**src/rtl/vid_phy_controller_v2_2_20_gt_rx_tmdsclk_patchk.sv**
```systemverilog
// -----------------------------------------------------------------------------
// vid_phy_controller_v2_2_20_gt_rx_tmdsclk_patchk
//
// Receive-side checker for the TMDS clock pattern looped through a GT channel.
// The expected stream is a square wave whose half-period is 5*N bits, N = 1..5.
// The checker measures run lengths across word boundaries, locks onto a
// constant run length, reports the ratio code N and counts bad words while
// locked.
//
// Pipeline: S0 registers RXDATA_IN, S1 scans the word for run lengths,
// S2 classifies the word and runs the lock FSM. Outputs are registered in S2.
//
// Ports
//   RXUSRCLK_IN    RX user clock (only clock)
//   RST_N_IN       asynchronous active-low reset
//   CTRL_EN_IN     checker enable; low clears all state on the next edge
//   CTRL_RATIO_IN  expected ratio code, only used for MATCH_OUT
//   RXDATA_IN      GT RX data, bit 0 first on the line
//   LOCK_OUT       pattern locked
//   RATIO_OUT      detected ratio code, 0 while unlocked
//   MATCH_OUT      locked and detected ratio equals CTRL_RATIO_IN
//   ERR_CNT_OUT    saturating count of bad words seen while locked
// -----------------------------------------------------------------------------
module vid_phy_controller_v2_2_20_gt_rx_tmdsclk_patchk #(
    parameter int RXDATA_WIDTH = 40,
    parameter int LOCK_WORDS   = 4,
    parameter int UNLOCK_WORDS = 4
) (
    input  logic                    RXUSRCLK_IN,
    input  logic                    RST_N_IN,
    input  logic                    CTRL_EN_IN,
    input  logic [2:0]              CTRL_RATIO_IN,
    input  logic [RXDATA_WIDTH-1:0] RXDATA_IN,
    output logic                    LOCK_OUT,
    output logic [2:0]              RATIO_OUT,
    output logic                    MATCH_OUT,
    output logic [15:0]             ERR_CNT_OUT
);

    localparam int CW     = $clog2(RXDATA_WIDTH + 1);
    localparam int STAGES = 1;

    // Per-word scan result handed from S1 to S2
    typedef struct packed {
        logic [CW-1:0] nclosed;  // runs closed inside this word
        logic          allsame;  // all closed runs have the same length
        logic [4:0]    len;      // length of the first closed run
        logic          stuck;    // trailing run already longer than 25
    } scan_t;

    typedef enum logic [1:0] {IDLE, SEEK, ACQ, LOCKED} state_t;

    // vld_pipe[0]: rx_q holds a word; vld_pipe[1]: scan_q holds its scan
    logic [STAGES:0]         vld_pipe;
    logic [RXDATA_WIDTH-1:0] rx_q;
    logic [4:0]              crun;       // carried run length, 0 = no run yet
    logic                    last_bit;
    logic [4:0]              crun_c;
    logic                    last_bit_c;
    scan_t                   scan_c;
    scan_t                   scan_q;

    state_t     state;
    logic [4:0] l_len;                   // tracked run length, 0 = not set
    logic [3:0] acq_cnt;
    logic [3:0] bad_cnt;

    logic len_ok;
    logic has_run;
    logic w_bad;
    logic w_good;

    function automatic logic [2:0] ratio_of(input logic [4:0] len);
        case (len)
            5'd5:    ratio_of = 3'd1;
            5'd10:   ratio_of = 3'd2;
            5'd15:   ratio_of = 3'd3;
            5'd20:   ratio_of = 3'd4;
            5'd25:   ratio_of = 3'd5;
            default: ratio_of = 3'd0;
        endcase
    endfunction

    // ---------------- S1 combinational scan, LSB first ----------------
    always_comb begin : scan
        logic [4:0]    c;
        logic          lb;
        logic [CW-1:0] n;
        logic          same;
        logic [4:0]    flen;
        c    = crun;
        lb   = last_bit;
        n    = '0;
        same = 1'b1;
        flen = 5'd0;
        for (int i = 0; i < RXDATA_WIDTH; i++) begin
            // A transition closes the current run; with no run yet (c==0)
            // the first bit simply opens one.
            if (c != 5'd0 && rx_q[i] != lb) begin
                if (n == '0)
                    flen = c;
                else if (c != flen)
                    same = 1'b0;
                n = n + CW'(1);
                c = 5'd1;
            end else if (c != 5'd31) begin
                c = c + 5'd1;
            end
            lb = rx_q[i];
        end
        crun_c         = c;
        last_bit_c     = lb;
        scan_c.nclosed = n;
        scan_c.allsame = same;
        scan_c.len     = flen;
        scan_c.stuck   = (c > 5'd25);
    end

    // ---------------- S0 / S1 registers ----------------
    always_ff @(posedge RXUSRCLK_IN or negedge RST_N_IN) begin
        if (!RST_N_IN) begin
            vld_pipe <= '0;
            rx_q     <= '0;
            crun     <= 5'd0;
            last_bit <= 1'b0;
            scan_q   <= '0;
        end else if (!CTRL_EN_IN) begin
            vld_pipe <= '0;
            rx_q     <= '0;
            crun     <= 5'd0;
            last_bit <= 1'b0;
            scan_q   <= '0;
        end else begin
            vld_pipe <= {vld_pipe[STAGES-1:0], 1'b1};
            rx_q     <= RXDATA_IN;
            if (vld_pipe[0]) begin
                crun     <= crun_c;
                last_bit <= last_bit_c;
                scan_q   <= scan_c;
            end
        end
    end

    // ---------------- S2 word classification ----------------
    always_comb begin
        len_ok  = (scan_q.len == 5'd5)  || (scan_q.len == 5'd10) ||
                  (scan_q.len == 5'd15) || (scan_q.len == 5'd20) ||
                  (scan_q.len == 5'd25);
        has_run = (scan_q.nclosed != '0);
        w_bad   = scan_q.stuck ||
                  (has_run && (!scan_q.allsame || !len_ok ||
                               (l_len != 5'd0 && scan_q.len != l_len)));
        // Neither good nor bad: no run closed in this word (long runs
        // spanning narrow words).
        w_good  = has_run && !w_bad;
    end

    // ---------------- S2 lock FSM ----------------
    always_ff @(posedge RXUSRCLK_IN or negedge RST_N_IN) begin
        if (!RST_N_IN) begin
            state       <= IDLE;
            l_len       <= 5'd0;
            acq_cnt     <= 4'd0;
            bad_cnt     <= 4'd0;
            LOCK_OUT    <= 1'b0;
            RATIO_OUT   <= 3'd0;
            ERR_CNT_OUT <= 16'd0;
        end else if (!CTRL_EN_IN) begin
            state       <= IDLE;
            l_len       <= 5'd0;
            acq_cnt     <= 4'd0;
            bad_cnt     <= 4'd0;
            LOCK_OUT    <= 1'b0;
            RATIO_OUT   <= 3'd0;
            ERR_CNT_OUT <= 16'd0;
        end else begin
            case (state)
                IDLE: state <= SEEK;
                // First scanned word starts mid-run; its closed runs are
                // dropped but crun keeps carrying.
                SEEK: if (vld_pipe[1]) state <= ACQ;
                ACQ: if (vld_pipe[1]) begin
                    if (w_bad) begin
                        acq_cnt <= 4'd0;
                        l_len   <= 5'd0;
                    end else if (w_good) begin
                        l_len <= scan_q.len;
                        if ({1'b0, acq_cnt} + 5'd1 == 5'(LOCK_WORDS)) begin
                            state     <= LOCKED;
                            LOCK_OUT  <= 1'b1;
                            RATIO_OUT <= ratio_of(scan_q.len);
                            acq_cnt   <= 4'd0;
                        end else begin
                            acq_cnt <= acq_cnt + 4'd1;
                        end
                    end
                end
                LOCKED: if (vld_pipe[1]) begin
                    if (w_good) begin
                        bad_cnt <= 4'd0;
                    end else if (w_bad) begin
                        if (ERR_CNT_OUT != 16'hFFFF)
                            ERR_CNT_OUT <= ERR_CNT_OUT + 16'd1;
                        if ({1'b0, bad_cnt} + 5'd1 == 5'(UNLOCK_WORDS)) begin
                            // Drop straight back to acquisition; run
                            // tracking stays aligned so no SEEK is needed.
                            state     <= ACQ;
                            LOCK_OUT  <= 1'b0;
                            RATIO_OUT <= 3'd0;
                            acq_cnt   <= 4'd0;
                            bad_cnt   <= 4'd0;
                            l_len     <= 5'd0;
                        end else begin
                            bad_cnt <= bad_cnt + 4'd1;
                        end
                    end
                end
                default: state <= IDLE;
            endcase
        end
    end

    assign MATCH_OUT = LOCK_OUT && (RATIO_OUT == CTRL_RATIO_IN);

endmodule

```
**config.mk**
```make
export PLATFORM = sky130hd
export DESIGN_NAME = vid_phy_controller_v2_2_20_gt_rx_tmdsclk_patchk
export DESIGN_NICKNAME = d
export VERILOG_FILES = /design/src/rtl/vid_phy_controller_v2_2_20_gt_rx_tmdsclk_patchk.sv
export SDC_FILE = /design/constraint.sdc
export NUM_CORES = 1
export LEC_CHECK = 0
export CAP_MARGIN = 10
export CORE_ASPECT_RATIO = 1.2
export CORE_MARGIN = 10
export CORE_UTILIZATION = 45
export CTS_CLUSTER_SIZE = 28
export DETAILED_ROUTE_END_ITERATION = 7
export PLACE_DENSITY = 0.73
export SKIP_LAST_GASP = 1
export SYNTH_ARGS = -nofsm -noshare
export SYNTH_HDL_FRONTEND = slang
export SYNTH_SLANG_ARGS = --single-unit
```
**constraint.sdc**
```tcl
create_clock -name RXUSRCLK_IN -period 72.2 [get_ports RXUSRCLK_IN]
set_clock_uncertainty 0.05 [all_clocks]
set_input_delay 21.66 -clock RXUSRCLK_IN [delete_from_list [all_inputs] [get_ports RXUSRCLK_IN]]
set_output_delay 21.66 -clock RXUSRCLK_IN [all_outputs]
set_load 0.1 [all_outputs]
```
==> summary.txt, run 1 <==
Status
  – Status: finished clean

Placement
  – Final HPWL DP: 58.71 mm
  – Pre-CTS setup slack: 14.03 ns
  – Inst Count DP: about 4,100
  – Routability cong.: 0.9565
  – Port bufs: 66

Clocking
  – Root buf cell: clkbuf_16
  – Cts bufs inserted: 9
  – H-tree levels: 3
  – CTS Sinks: 96
  – Post-CTS Setup Bufs: 0
  – Clk buf depth: 2
  – CTS resizes: 0
  – CTS tree: built
  – Post-CTS Hold Buffers: 0
  – Skew-Pair Late Insertion Delay: about 0.4 ns
  – CTS clk-pin slew, worst paths: 0.08 ns

Critical path
  – R2r worst-path depth: 233
  – Worst Setup SP: crun[0]$_DFFE_PN0P_
  – Crit-path leading delay family: simple AND/OR/NAND/NOR gates
  – CP Max Fanout: 17
  – CP max-delay cell: o41ai_2
  – Worst EP required: 72.43 ns
  – CP endpoint kind: flip-flop
  – CP startpoint kind: flip-flop
  – WS Path Type: flip-flop to flip-flop
  – Most used cell, CP: ha_1
  – Reg2reg start: crun[0]$_DFFE_PN0P_
  – Worst Path Arrival: 59.74 ns
  – WP buf/inv: 33
  – R2r endpoint: scan_q[12]$_DFFE_PN0P_
  – Reg2reg setup slack: between 10 and 15 ns
  – Max incr delay on CP: between 0.8 and 0.9 ns

Finish
  – Layout cell share with drive strength beyond 1: 8.167%
  – Commonest cells after routing, fill and taps aside: xnor2_1, nand2_1, nor2_1
  – Cell Count, Final, Fillers Out: between 4,000 and 5,000
  – FILL cells: 5,608
  – Layout Area Growth over Synthesis: 5.516%
  – Antenna fix cells: 0
  – Commonest non-fill, non-tap cell in the layout: xnor2_1
  – NumNets Final: 3,616

Synthesis
  – Mean Syn Cell Area: 7.450 sq um
  – Cells after Synth: 3,434
  – Synth Register Bits: 96
  – Synth unique cells: 147
  – Mapped Area: 25,580 sq um
  – Sequential-to-total area share from yosys stat: 9.390%
  – Syn nets: 3,639
  – Complex-gate fraction of the synthesized area: 27.73%
  – Ys Warns: 0
  – EDFF count, synth: 0
  – Largest family of logic cells by synthesized area: compound AO/OA/AOI/OAI gates
  – Post-synth ARST share: 100.0%
  – Post-synthesis simple-gate area fraction: a little over a quarter
  – Mux share of post-synthesis cell area: 7.737%
  – Synth Area in XOR/XNOR: between 10 and 15%
  – Synth Area in Adders: around 8%
  – Main flop type after synthesis: dfrtp_1

Timing
  – Max Transition Viols Final: 0
  – PnR worst setup slack: between 10 and 15 ns
  – Final cycle utilization of the critical path: 82.42%
  – Worst-margin pin slew: 1.174 ns
  – RSZ-0062 raised after global routing: false
  – Final Setup Violations: 0
  – Rel. slew slack: approximately 20%
  – FMAX: 16.81 MHz
  – Final hold vios: 0
  – Setup TNS Final: 0 ns
  – Min Tclk post-route: 59.50 ns

Flow run
  – Max_cap viols: 0

Global route
  – Number of global-route vias before repair: 24,935
  – Antenna violations before repair: 0
  – Remaining Overflow, GRT: 0
  – First-pass GRT wire length: 121.4 mm
  – Largest net degree at the start of global routing: 67
  – GRT Util Overall: 21.04%

Die
  – Io pins: 67
  – FP Rows: 95
  – Die ar.: 66,830 sq um
  – Die Wd: 237.7 um
  – Chip height: 281.2 um
  – Starting Density: 45.60%
  – Core Area: 56,100 sq um

Worst hold path
  – Start point of the worst hold path: scan_q[10]$_DFFE_PN0P_
  – Hold Crit Class: flip-flop to flip-flop
  – Min-Delay Path Depth: 2
  – Hold path endpoint: scan_q[10]$_DFFE_PN0P_

Detailed routing
  – DR vias: 25,649
  – Via/cell ratio: a little over 6
  – Detailed Routing Iterations Pass 1: 6
  – Iter 0 DRT Violations: slightly below 2,000
  – Routed Antenna Nets: 0
  – # DRC: 0
  – Routed len/inst: around 18 um
  – Total Wirelength: approximately 73 mm
worst max-delay path by stage:
stage                                         to  slack [ns]  cells after the start
final                     scan_q[12]$_DFFE_PN0P_       12.70                    233
after global routing      scan_q[12]$_DFFE_PN0P_        7.20                    237
after CTS                 scan_q[12]$_DFFE_PN0P_       13.76                    238
after detailed placement  scan_q[12]$_DFFE_PN0P_       14.03                    238
after global placement    scan_q[12]$_DFFE_PN0P_       15.53                    238
after floorplan           scan_q[12]$_DFFE_PN0P_       22.74                    253
tightest hold or removal path, delay by kind of cell, from the launching register on:
family | cells | cell delay (ns)
AOI/OAI and AO/OA | 1 | 0.06
DFF | 1 | 0.36
and+or+nand+nor | 1 | 0.05
layout make-up:
type	count	area [sq um]	share of cell area (%)
multi-input cells	2994	21740	80.54
flip-flops and latches	96	2402	8.899
well taps	727	909.6	3.369
inverters	231	868.3	3.217
repair buffers	79	748.2	2.772
clock buffers	9	225.2	0.8343
clock inverters	7	98.84	0.3661
stage by stage:
step                      utilization [%]  hold slack, ns  cell area (sq um)
final                               48.12          0.4543              27000
after global routing                48.12          0.4880              27000
after CTS                           48.12          0.4576              27000
after detailed placement            47.54          0.4378              26670
after global placement              47.54          0.4223              26670
after floorplan                         -          0.4059              25580
cells by family after synthesis:
group / after synthesis
AND/OR/NAND/NOR: 1300
AO/OA/AOI/OAI: 915
XOR/XNOR: 433
buffers and inverters: 344
multiplexers: 187
adder cells (fa/ha/maj): 159
flip-flops: 96
cell usage after synthesis, types with 93 or more instances:
cell type / n / area (sq um)
o21ai_0: 136 / 680.7
nand2_1: 304 / 1141
nor2_1: 228 / 855.8
mux2i_1: 127 / 1271
nand3_1: 172 / 860.8
and2_1: 93 / 581.8
nor3_1: 115 / 575.6
dfrtp_1: 96 / 2402
xnor2_1: 313 / 2741
ha_1: 159 / 1989
a21oi_1: 154 / 770.7
xor2_1: 117 / 1025
inv_1: 215 / 807.0
sequential cells by signal (all words and copies together), names as in the netlist, 2 cells and up:
name         flops
l_len            5
bad_cnt          4
crun             5
vld_pipe         2
rx_q            40
acq_cnt          4
scan_q          13
ERR_CNT_OUT     16
RATIO_OUT        3
state            2
per-layer routing:
layer  global-route usage (%)  wire [um]  vias to the layer above
met2                    37.95      35600                      688
li1                         -          -                    12678
met4                    7.271       2090                        0
met5                        0          0                        -
met3                    2.714       2988                      173
met1                    25.10      32130                    12110
Power of run 1 is left out: the tool's default activity adds up to more than one toggle a clock period on the data nets, which glitch-free logic cannot reach.
==> run 2: changes to the inputs <==
==> constraint.sdc (replaced) <==
create_clock -name RXUSRCLK_IN -period 61.8 [get_ports RXUSRCLK_IN]
set_clock_uncertainty 0.05 [all_clocks]
set_input_delay 18.54 -clock RXUSRCLK_IN [delete_from_list [all_inputs] [get_ports RXUSRCLK_IN]]
set_output_delay 18.54 -clock RXUSRCLK_IN [all_outputs]
set_load 0.1 [all_outputs]
==> run 2 against run 1 <==
Effect of this change:
- cell count about the same
- die area unchanged
- global-route usage about the same
- critical path depth increased by 7
==> summary.txt, run 2 (synthesis gave the netlist of run 1 again) <==
Critical path
  – Worst EP required: 62.01 ns (-10.42 ns)
  – CP max-delay cell: or4_1
  – CP Max Fanout: 17 (unchanged)
  – Worst Path Arrival: 57.29 ns (-2.45 ns)
  – CP startpoint kind: flip-flop
  – Max incr delay on CP: 0.72 ns (-0.11 ns)
  – WS Path Type: flip-flop to flip-flop
  – CP endpoint kind: flip-flop
  – Most used cell, CP: ha_1

Global route
  – Met1 Usage GRT: 25.13% (+0.035 points)
  – Met3 Use GR: 2.744% (+0.029 points)
  – Antenna violations before repair: 0 (unchanged)
  – First-pass GRT wire length: 121.4 mm (about the same)
  – Remaining Overflow, GRT: 0 (unchanged)
  – Number of global-route vias before repair: 24,707 (-0.91%)
  – Most crowded layer after global routing: met2
  – Largest net degree at the start of global routing: 66 (-1.5%)
  – Met2 Usage GRT: 38.18% (+0.24 points)
  – GRT Util Overall: 21.04% (about the same)

Timing
  – Setup TNS Final: 0 ns (unchanged)
  – Min Tclk post-route: 57.07 ns (-2.432 ns)
  – Rel. slew slack: 28.39% (+8.7 points)
  – Max Transition Viols Final: 0 (unchanged)
  – RSZ-0062 raised after global routing: false
  – Worst-margin pin slew: 1.065 ns (-0.1089 ns)
  – FMAX: 17.52 MHz (+4.3%)
  – Final Setup Violations: 0 (unchanged)
  – Final cycle utilization of the critical path: 92.35% (+9.9 points)
  – Final hold vios: 0 (unchanged)

Clocking
  – Clk buf depth: 2 (unchanged)
  – Cts bufs inserted: 9 (unchanged)
  – Skew-Pair Late Insertion Delay: 0.39 ns (about the same)
  – H-tree levels: 3 (unchanged)
  – CTS clk-pin slew, worst paths: 0.08 ns (about the same)
  – CTS tree: built
  – Root buf cell: clkbuf_16
  – CTS Sinks: 96 (unchanged)

Finish
  – Max FFs per register: 40 (unchanged)
  – Commonest cells after routing, fill and taps aside: xnor2_1, nand2_1, nor2_1
  – Layout cell share with drive strength beyond 1: 8.570% (+0.40 points)
  – Antenna fix cells: 0 (unchanged)
  – Commonest non-fill, non-tap cell in the layout: xnor2_1
  – NumNets Final: 3,619 (+0.083%)
  – Largest regs: rx_q (40), ERR_CNT_OUT (16), scan_q (13)
  – Top reg by flops: rx_q
  – Layout Area Growth over Synthesis: 6.040%

Die
  – Die Wd: 237.7 um (unchanged)
  – Starting Density: 45.60% (unchanged)
  – FP Rows: 95 (unchanged)
  – Chip height: 281.2 um (unchanged)
  – Die ar.: 66,830 sq um (unchanged)
  – Io pins: 67 (unchanged)
  – Core Area: 56,100 sq um (unchanged)

Detailed routing
  – Routed len/inst: 17.72 um (+0.84%)
  – Iter 0 DRT Violations: 2,044 (+5.7%)
  – DR vias: 25,775 (+0.49%)
  – Routed Antenna Nets: 0 (unchanged)
  – Total Wirelength: 73.48 mm (+0.91%)
  – # DRC: 0 (unchanged)
  – Via/cell ratio: 6.217 (+0.42%)
  – Detailed Routing Iterations Pass 1: 6 (unchanged)

Worst hold path
  – Hold Crit Class: flip-flop to flip-flop

Status
  – Status: finished clean

Placement
  – Final HPWL DP: 58.98 mm (+0.47%)
  – Routability cong.: 0.9577 (+0.13%)
  – Port bufs: 66 (unchanged)

Flow run
  – Max_cap viols: 0 (unchanged)
run 2: final timing paths:
| path | slack (ns) | from | depth (start not counted) | endpoint |
|---|---|---|---|---|
| worst max-delay path | 4.73 | crun[0]$_DFFE_PN0P_ | 240 | scan_q[12]$_DFFE_PN0P_ |
| worst min-delay path | 0.46 | scan_q[10]$_DFFE_PN0P_ | 2 | scan_q[10]$_DFFE_PN0P_ |
| worst max register to register | 4.73 | crun[0]$_DFFE_PN0P_ | 240 | scan_q[12]$_DFFE_PN0P_ |
| worst min register to register | 0.46 | scan_q[10]$_DFFE_PN0P_ | 2 | scan_q[10]$_DFFE_PN0P_ |
| max in group asynchronous | 42.37 | RST_N_IN | 2 | ERR_CNT_OUT[2]$_DFFE_PN0P_ |
| min in group asynchronous | 18.04 | RST_N_IN | 1 | rx_q[36]$_DFF_PN0_ |
run 2: per-stage QoR:
stage / instances / hold slack (ns) / util (%) / worst slack (ns) / area (sq um)
floorplan: 3434 / 0.4059 / - / 12.34 / 25580
global placement: 4127 / 0.4192 / 47.54 / 5.140 / 26670
detailed placement: 4127 / 0.4351 / 47.54 / 3.517 / 26670
CTS: 4143 / 0.4523 / 48.11 / 3.311 / 26990
global route: 4146 / 0.4842 / 48.36 / 0.04962 / 27130
finish: 4146 / 0.4553 / 48.36 / 4.728 / 27130
run 2: critical path: cells and delay by family, from the launching register on:
| kind | cells | cell delay [ns] |
|---|---|---|
| compound gates | 65 | 16.74 |
| xor+xnor | 7 | 1.54 |
| fa+ha+maj | 40 | 10.49 |
| buf+inv | 36 | 4.60 |
| flops | 1 | 0.55 |
| mux | 10 | 2.91 |
| simple gates | 82 | 19.92 |
run 2: per-layer routing:
layer	vias up	wire (um)
met5	-	0
met4	0	1989
met3	173	3439
met2	821	35910
met1	12103	32140
li1	12678	-
run 2: area by class of cell:
type	count	area [sq um]
clock buffer	11	252.7
tap	727	909.6
inverter	231	868.3
sequential	96	2402
fill	5646	28970
timing repair buffer	82	775.7
clock inverter	5	67.56
multi-input combinational	2994	21850
run 2: timing repair:
action,CTS,global route
hold buffers,0,0
resized for setup,0,20
buffers inserted,0,2
endpoints found under the setup margin,0,18
Power of run 2 is left out for the same reason.
